<file path="src/rtl/sopc_run_ctrl.sv">
// rtl/sopc_run_ctrl.sv - run controller (reset hold, watchdog, end-write stop) with optional writeback trace FIFO (SOPC_RUN_CTRL_TRACE_EN)
module sopc_run_ctrl #(
    parameter int          RST_HOLD   = 10,
    parameter logic [31:0] MAX_CYCLES = 32'd150,
    parameter logic [4:0]  END_REG    = 5'd31,
    parameter logic [31:0] END_VALUE  = 32'hDEAD_BEEF,
    parameter logic [31:0] WATCH_MASK = 32'h8000_001F,
    parameter int          DEPTH      = 16
) (
    input  logic                       clk,
    input  logic                       rst,
    input  logic                       start,
    input  logic                       wb_we,
    input  logic [4:0]                 wb_waddr,
    input  logic [31:0]                wb_wdata,
    output logic                       cpu_rst,
    output logic                       busy,
    output logic                       done,
    output logic                       halted,
    output logic                       timeout,
    output logic [31:0]                cycle_count,
    input  logic                       tr_rd,
    output logic                       tr_valid,
    output logic [4:0]                 tr_addr,
    output logic [31:0]                tr_data,
    output logic [15:0]                tr_stamp,
    output logic [$clog2(DEPTH):0]     tr_count,
    output logic                       tr_overflow
);

    typedef enum logic [1:0] {S_IDLE, S_RESET, S_RUN, S_DONE} state_t;

    state_t     state;
    logic [7:0] hold_cnt;
    logic       start_acc;
    logic       end_write;

    // a run may only be (re)started from a quiescent state
    assign start_acc = start && (state == S_IDLE || state == S_DONE);
    assign end_write = wb_we && (wb_waddr == END_REG) && (wb_wdata == END_VALUE);

    // run sequencing: hold core in reset, then run until end-write or watchdog
    always_ff @(posedge clk) begin
        if (!rst) begin
            state       <= S_IDLE;
            hold_cnt    <= 8'd0;
            cycle_count <= 32'd0;
            halted      <= 1'b0;
            timeout     <= 1'b0;
            cpu_rst     <= 1'b1;
            busy        <= 1'b0;
            done        <= 1'b0;
        end else begin
            case (state)
                S_IDLE, S_DONE: begin
                    if (start_acc) begin
                        state       <= S_RESET;
                        hold_cnt    <= 8'd0;
                        cycle_count <= 32'd0;
                        halted      <= 1'b0;
                        timeout     <= 1'b0;
                        busy        <= 1'b1;
                        done        <= 1'b0;
                    end
                end
                S_RESET: begin
                    hold_cnt <= hold_cnt + 8'd1;
                    if (hold_cnt == 8'(RST_HOLD - 1)) begin
                        state   <= S_RUN;
                        cpu_rst <= 1'b0;
                    end
                end
                S_RUN: begin
                    cycle_count <= cycle_count + 32'd1;
                    // end-write takes priority so a coincident watchdog expiry is not flagged
                    if (end_write) begin
                        state   <= S_DONE;
                        halted  <= 1'b1;
                        cpu_rst <= 1'b1;
                        busy    <= 1'b0;
                        done    <= 1'b1;
                    end else if (cycle_count == MAX_CYCLES - 32'd1) begin
                        state   <= S_DONE;
                        timeout <= 1'b1;
                        cpu_rst <= 1'b1;
                        busy    <= 1'b0;
                        done    <= 1'b1;
                    end
                end
                default: state <= S_IDLE;
            endcase
        end
    end

`ifdef SOPC_RUN_CTRL_TRACE_EN
    localparam int AW = (DEPTH > 1) ? $clog2(DEPTH) : 1;
    localparam int CW = $clog2(DEPTH) + 1;

    logic [52:0]   mem [DEPTH];
    logic [AW-1:0] wr_ptr;
    logic [AW-1:0] rd_ptr;
    logic [CW-1:0] count;
    logic          full;
    logic          capture;
    logic          pop;
    logic          push;
    logic [52:0]   head;

    assign full    = (count == CW'(DEPTH));
    assign capture = (state == S_RUN) && wb_we && WATCH_MASK[wb_waddr];
    assign pop     = tr_rd && (count != '0);
    // a pop frees the slot in the same cycle, so a full FIFO still accepts
    assign push    = capture && (!full || pop);

    // pointer and occupancy bookkeeping; a new run starts with an empty trace
    always_ff @(posedge clk) begin
        if (!rst || start_acc) begin
            wr_ptr      <= '0;
            rd_ptr      <= '0;
            count       <= '0;
            tr_overflow <= 1'b0;
        end else begin
            if (pop)
                rd_ptr <= rd_ptr + 1'b1;
            if (push)
                wr_ptr <= wr_ptr + 1'b1;
            case ({push, pop})
                2'b10:   count <= count + 1'b1;
                2'b01:   count <= count - 1'b1;
                default: count <= count;
            endcase
            if (capture && full && !pop)
                tr_overflow <= 1'b1;
        end
    end

    // entry storage; contents are only observed through the valid-gated head mux
    always_ff @(posedge clk) begin
        if (push)
            mem[wr_ptr] <= {wb_waddr, wb_wdata, cycle_count[15:0]};
    end

    assign head     = mem[rd_ptr];
    assign tr_valid = (count != '0);
    assign tr_count = count;
    assign tr_addr  = tr_valid ? head[52:48] : 5'd0;
    assign tr_data  = tr_valid ? head[47:16] : 32'd0;
    assign tr_stamp = tr_valid ? head[15:0]  : 16'd0;
`else
    logic unused_tr_rd;

    assign unused_tr_rd = tr_rd;
    assign tr_valid     = 1'b0;
    assign tr_addr      = 5'd0;
    assign tr_data      = 32'd0;
    assign tr_stamp     = 16'd0;
    assign tr_count     = '0;
    assign tr_overflow  = 1'b0;
`endif

endmodule
</file>
<file path="config.mk">
export PLATFORM = sky130hd
export DESIGN_NAME = sopc_run_ctrl
export DESIGN_NICKNAME = d
export VERILOG_FILES = /design/src/rtl/sopc_run_ctrl.sv
export SDC_FILE = /design/constraint.sdc
export NUM_CORES = 1
export LEC_CHECK = 0
export CORE_ASPECT_RATIO = 1.2
export CORE_MARGIN = 2
export CORE_UTILIZATION = 53
export CTS_BUF_LIST = sky130_fd_sc_hd__clkbuf_4
export DETAILED_ROUTE_END_ITERATION = 10
export DONT_BUFFER_PORTS = 1
export HOLD_SLACK_MARGIN = 0.15
export MAX_ROUTING_LAYER = met4
export PLACE_DENSITY = 0.82
export SYNTH_ARGS = -nofsm -noshare
export SYNTH_HDL_FRONTEND = slang
export SYNTH_SLANG_ARGS = --single-unit
</file>
<file path="constraint.sdc">
create_clock -name clk -period 2.4 [get_ports clk]
set_input_delay 0 -clock clk [delete_from_list [all_inputs] [get_ports clk]]
set_output_delay 0 -clock clk [all_outputs]
set_load 0.05 [all_outputs]
</file>
==> impl_metrics.ini <==
[route]
viasPerCell = 5.47
wl_um = 6490
drcViolationCount = 0
vias = 2503
firstDrtPassIters = 4
initialDrtViolationCount = 124
ant_nets = 0
wl_per_cell_um = 14.2

[finish]
postLayoutCellArea_sq_mm = 0.00317
seqCellArea_sq_um = 948
nFillCells = 458
drive_gt1_share_pct = 15.4
antenna_cells = 0
multiInputGateArea_sq_mm = 0.00165
fin_cells = 458
nNetsFinal = 445
area_delta_synth_final_pct = 10.3

[status]
status = complete, no violations

[sta]
report.final.slew_viol_count = 0
setup_tns_ns = 0
setup_viol_count_final = 0
max_freq_mhz = 441
grt_setup_unrepaired = false
finalCriticalPeriod_ns = 2.27
skew_ns = 0.0105
timing.final.crit_share_pct = 94.5
slew_headroom_pct = 54.3
hold_violations = 0
worst_pin_slew_ns = 0.679

[global_route]
grt_overflow = 0
antenna_found_initial = 0
track_usage_pct = 21.5
grt_pass1_vias = 2339
grt_max_degree = 17
grt_pass1_wl_um = 10300

[die]
die_w_um = 71.3
io_pins = 139
fp.dieH_um = 84.7
coreArea_sq_mm = 0.00526
start_util_pct = 54.7
num_rows = 29
die_area_sq_mm = 0.00603

[yosys]
synth_area_sq_mm = 0.00288
synthFlopType = dfxtp_1
synth.avg_cell_area_sq_um = 8.31
ys_seq_area_share_pct = 32.7
synth_edf_count = 0
async_reset_ff_share_pct = 0
synth_cell_types = 45
ys_seq_elements = 47
syn-instance-count = 346
synth_warnings = 0

[power_and_ir_drop]
powerDensity_mw_per_mm2 = 650
leakagePower_uw = 0.00126
ir_worst_vdd_mv = 0.655

[critical_path]
crit_type = register to register
cp-start-kind = register
cp.required_ns = 2.70
rrSetupSlack_ns = 0.13
ff2ff_path_depth = 7
cp_max_fo = 9
endpoint_kind = register
cp.arrival_ns = 2.57
r2r_start = state[0]
r2r-end = cycle_count[29]

[worst_hold_path]
hp-class = input port to register
hold_end = halted
holdCritStartpoint = wb_wdata[9]
holdPathStages = 5

[placement]
placed_area_sq_mm = 0.00300
portBuffers = 0
dpl.hpwl_um = 4990
gp_congestion = 0.890
dp_cells = 439

[clock_network]
h-tree-depth = 2
clock_insertion_delay_worst_skew_ns = 0.36
cts_buffer_depth = 2
path_clk_slew_ns = 0.13
cts_buffers = 5
ctsRootBufferMaster = clkbuf_4
cts_tree = yes
postCtsSetupBuffers = 0
cts_sinks = 47

[run]
max_cap_viol_count = 0
[worst max path at each step]
stage | startpoint | end | slack, ns | cells after the start
after floorplan | cycle_count[12] | cycle_count[30] | 0.02 | 5
final | state[0] | cycle_count[29] | 0.13 | 7
after detailed placement | state[0] | cycle_count[27] | 0.10 | 7
after global routing | state[0] | cycle_count[31] | 0.03 | 7
after CTS | state[0] | cycle_count[27] | 0.09 | 7
after global placement | state[0] | cycle_count[27] | 0.18 | 7
[per-stage QoR]
stage               hold slack [ns]  setup slack [ns]  util (%)  power [uW]
CTS                           0.186            0.0929      60.3        2060
detailed placement            0.126             0.103      57.1        1710
global route                  0.266            0.0329      60.3        2170
global placement              0.122             0.177      57.1        1690
finish                        0.195             0.132      60.3        2060
floorplan                     0.242            0.0211         -        1640
[metal layers]
metal,up-vias,routed length [um],global-route usage (%)
met2,127,3470,38.7
met1,1165,2330,21.8
met3,9,586,6.84
li1,1202,-,-
met5,-,0,-
met4,0,99,6.69
[cell type report]
type	instances	share of cell area, %
multi-input combinational	281	51.9
sequential	47	29.9
inverter	9	1.07
tap	62	2.45
clock inverter	2	0.276
timing repair buffer	52	13.3
clock buffer	5	1.18
[repair_timing]
action / 4_1_cts / 5_1_grt
endpoints found under the hold margin: 47 / 0
hold buffers: 12 / 0
gates resized for setup: 0 / 1
endpoints found under the setup margin: 0 / 2
[cell usage after synthesis, drive strengths merged (4+ instances only)]
cell type / n / area share [%]
clkbuf: 8 / 1.1
and2: 6 / 1.3
buf: 60 / 16
dfxtp: 47 / 33
or4: 4 / 1.2
nand4b: 6 / 1.8
xor2: 10 / 3.0
nor4: 15 / 3.8
o21ai: 10 / 1.7
inv: 9 / 1.2
nor4b: 5 / 1.5
ha: 7 / 3.0
a21oi: 9 / 1.6
nand2: 21 / 2.7
nor2: 37 / 4.8
nand4: 14 / 3.6
or3: 4 / 0.87
nand3: 18 / 3.1
nor3: 4 / 0.70
xnor2: 14 / 4.3
and3: 5 / 1.1
[power by group]
| group | total, uW | leakage, uW | internal [uW] | switching (uW) |
|---|---|---|---|---|
| combinational | 747 | 0.000846 | 219 | 528 |
| sequential | 969 | 0.000383 | 835 | 134 |
| clock | 344 | 0.0000285 | 104 | 240 |
| total | 2060 | 0.00126 | 1160 | 902 |
[registers in the layout (all words and copies together) (netlist names)]
register     cells
done             1
busy             1
timeout          1
cpu_rst          1
state            2
cycle_count     32
hold_cnt         8
halted           1
[critical path, cell delays in order (launching register included)]
cell and delay, ns:
dfxtp_2 0.37, inv_1 0.05, ha_1 0.34, mux2_2 0.29, nand4_1 0.12, or2_2 0.37, or4_1 0.52, a21oi_1 0.15
[placed cells by master, fill, tap and decap left out, types with 2 or more instances in the layout]
cell type,instances
a21oi_1,9
and2_1,6
and3_1,5
and4_1,2
buf_4,40
clkbuf_4,5
conb_1,60
dfxtp_1,41
dfxtp_2,6
dlygate4sd3_1,12
ha_1,7
inv_1,9
mux2_2,3
mux2i_1,2
nand2_1,21
nand2b_1,3
nand3_1,18
nand4_1,13
nand4b_1,6
nor2_1,37
nor3_1,4
nor4_1,14
nor4b_1,5
o211ai_1,3
o21a_1,3
o21ai_0,9
o22ai_1,2
o31ai_1,3
or2_2,2
or3_1,4
or4_1,3
xnor2_1,14
xor2_1,10
[kinds of logic after synthesis]
logic type	Yosys count	synth area share (%)
AOI/OAI and AO/OA	35	7.57
xor gates and xnor gates	24	7.31
adders and majority gates	7	3.04
buffers and inverters	77	17.9
DFF	47	32.7
muxes	5	1.87
other	1	0.130
and+or+nand+nor	150	29.4
Power figures use the tool's default switching activity.
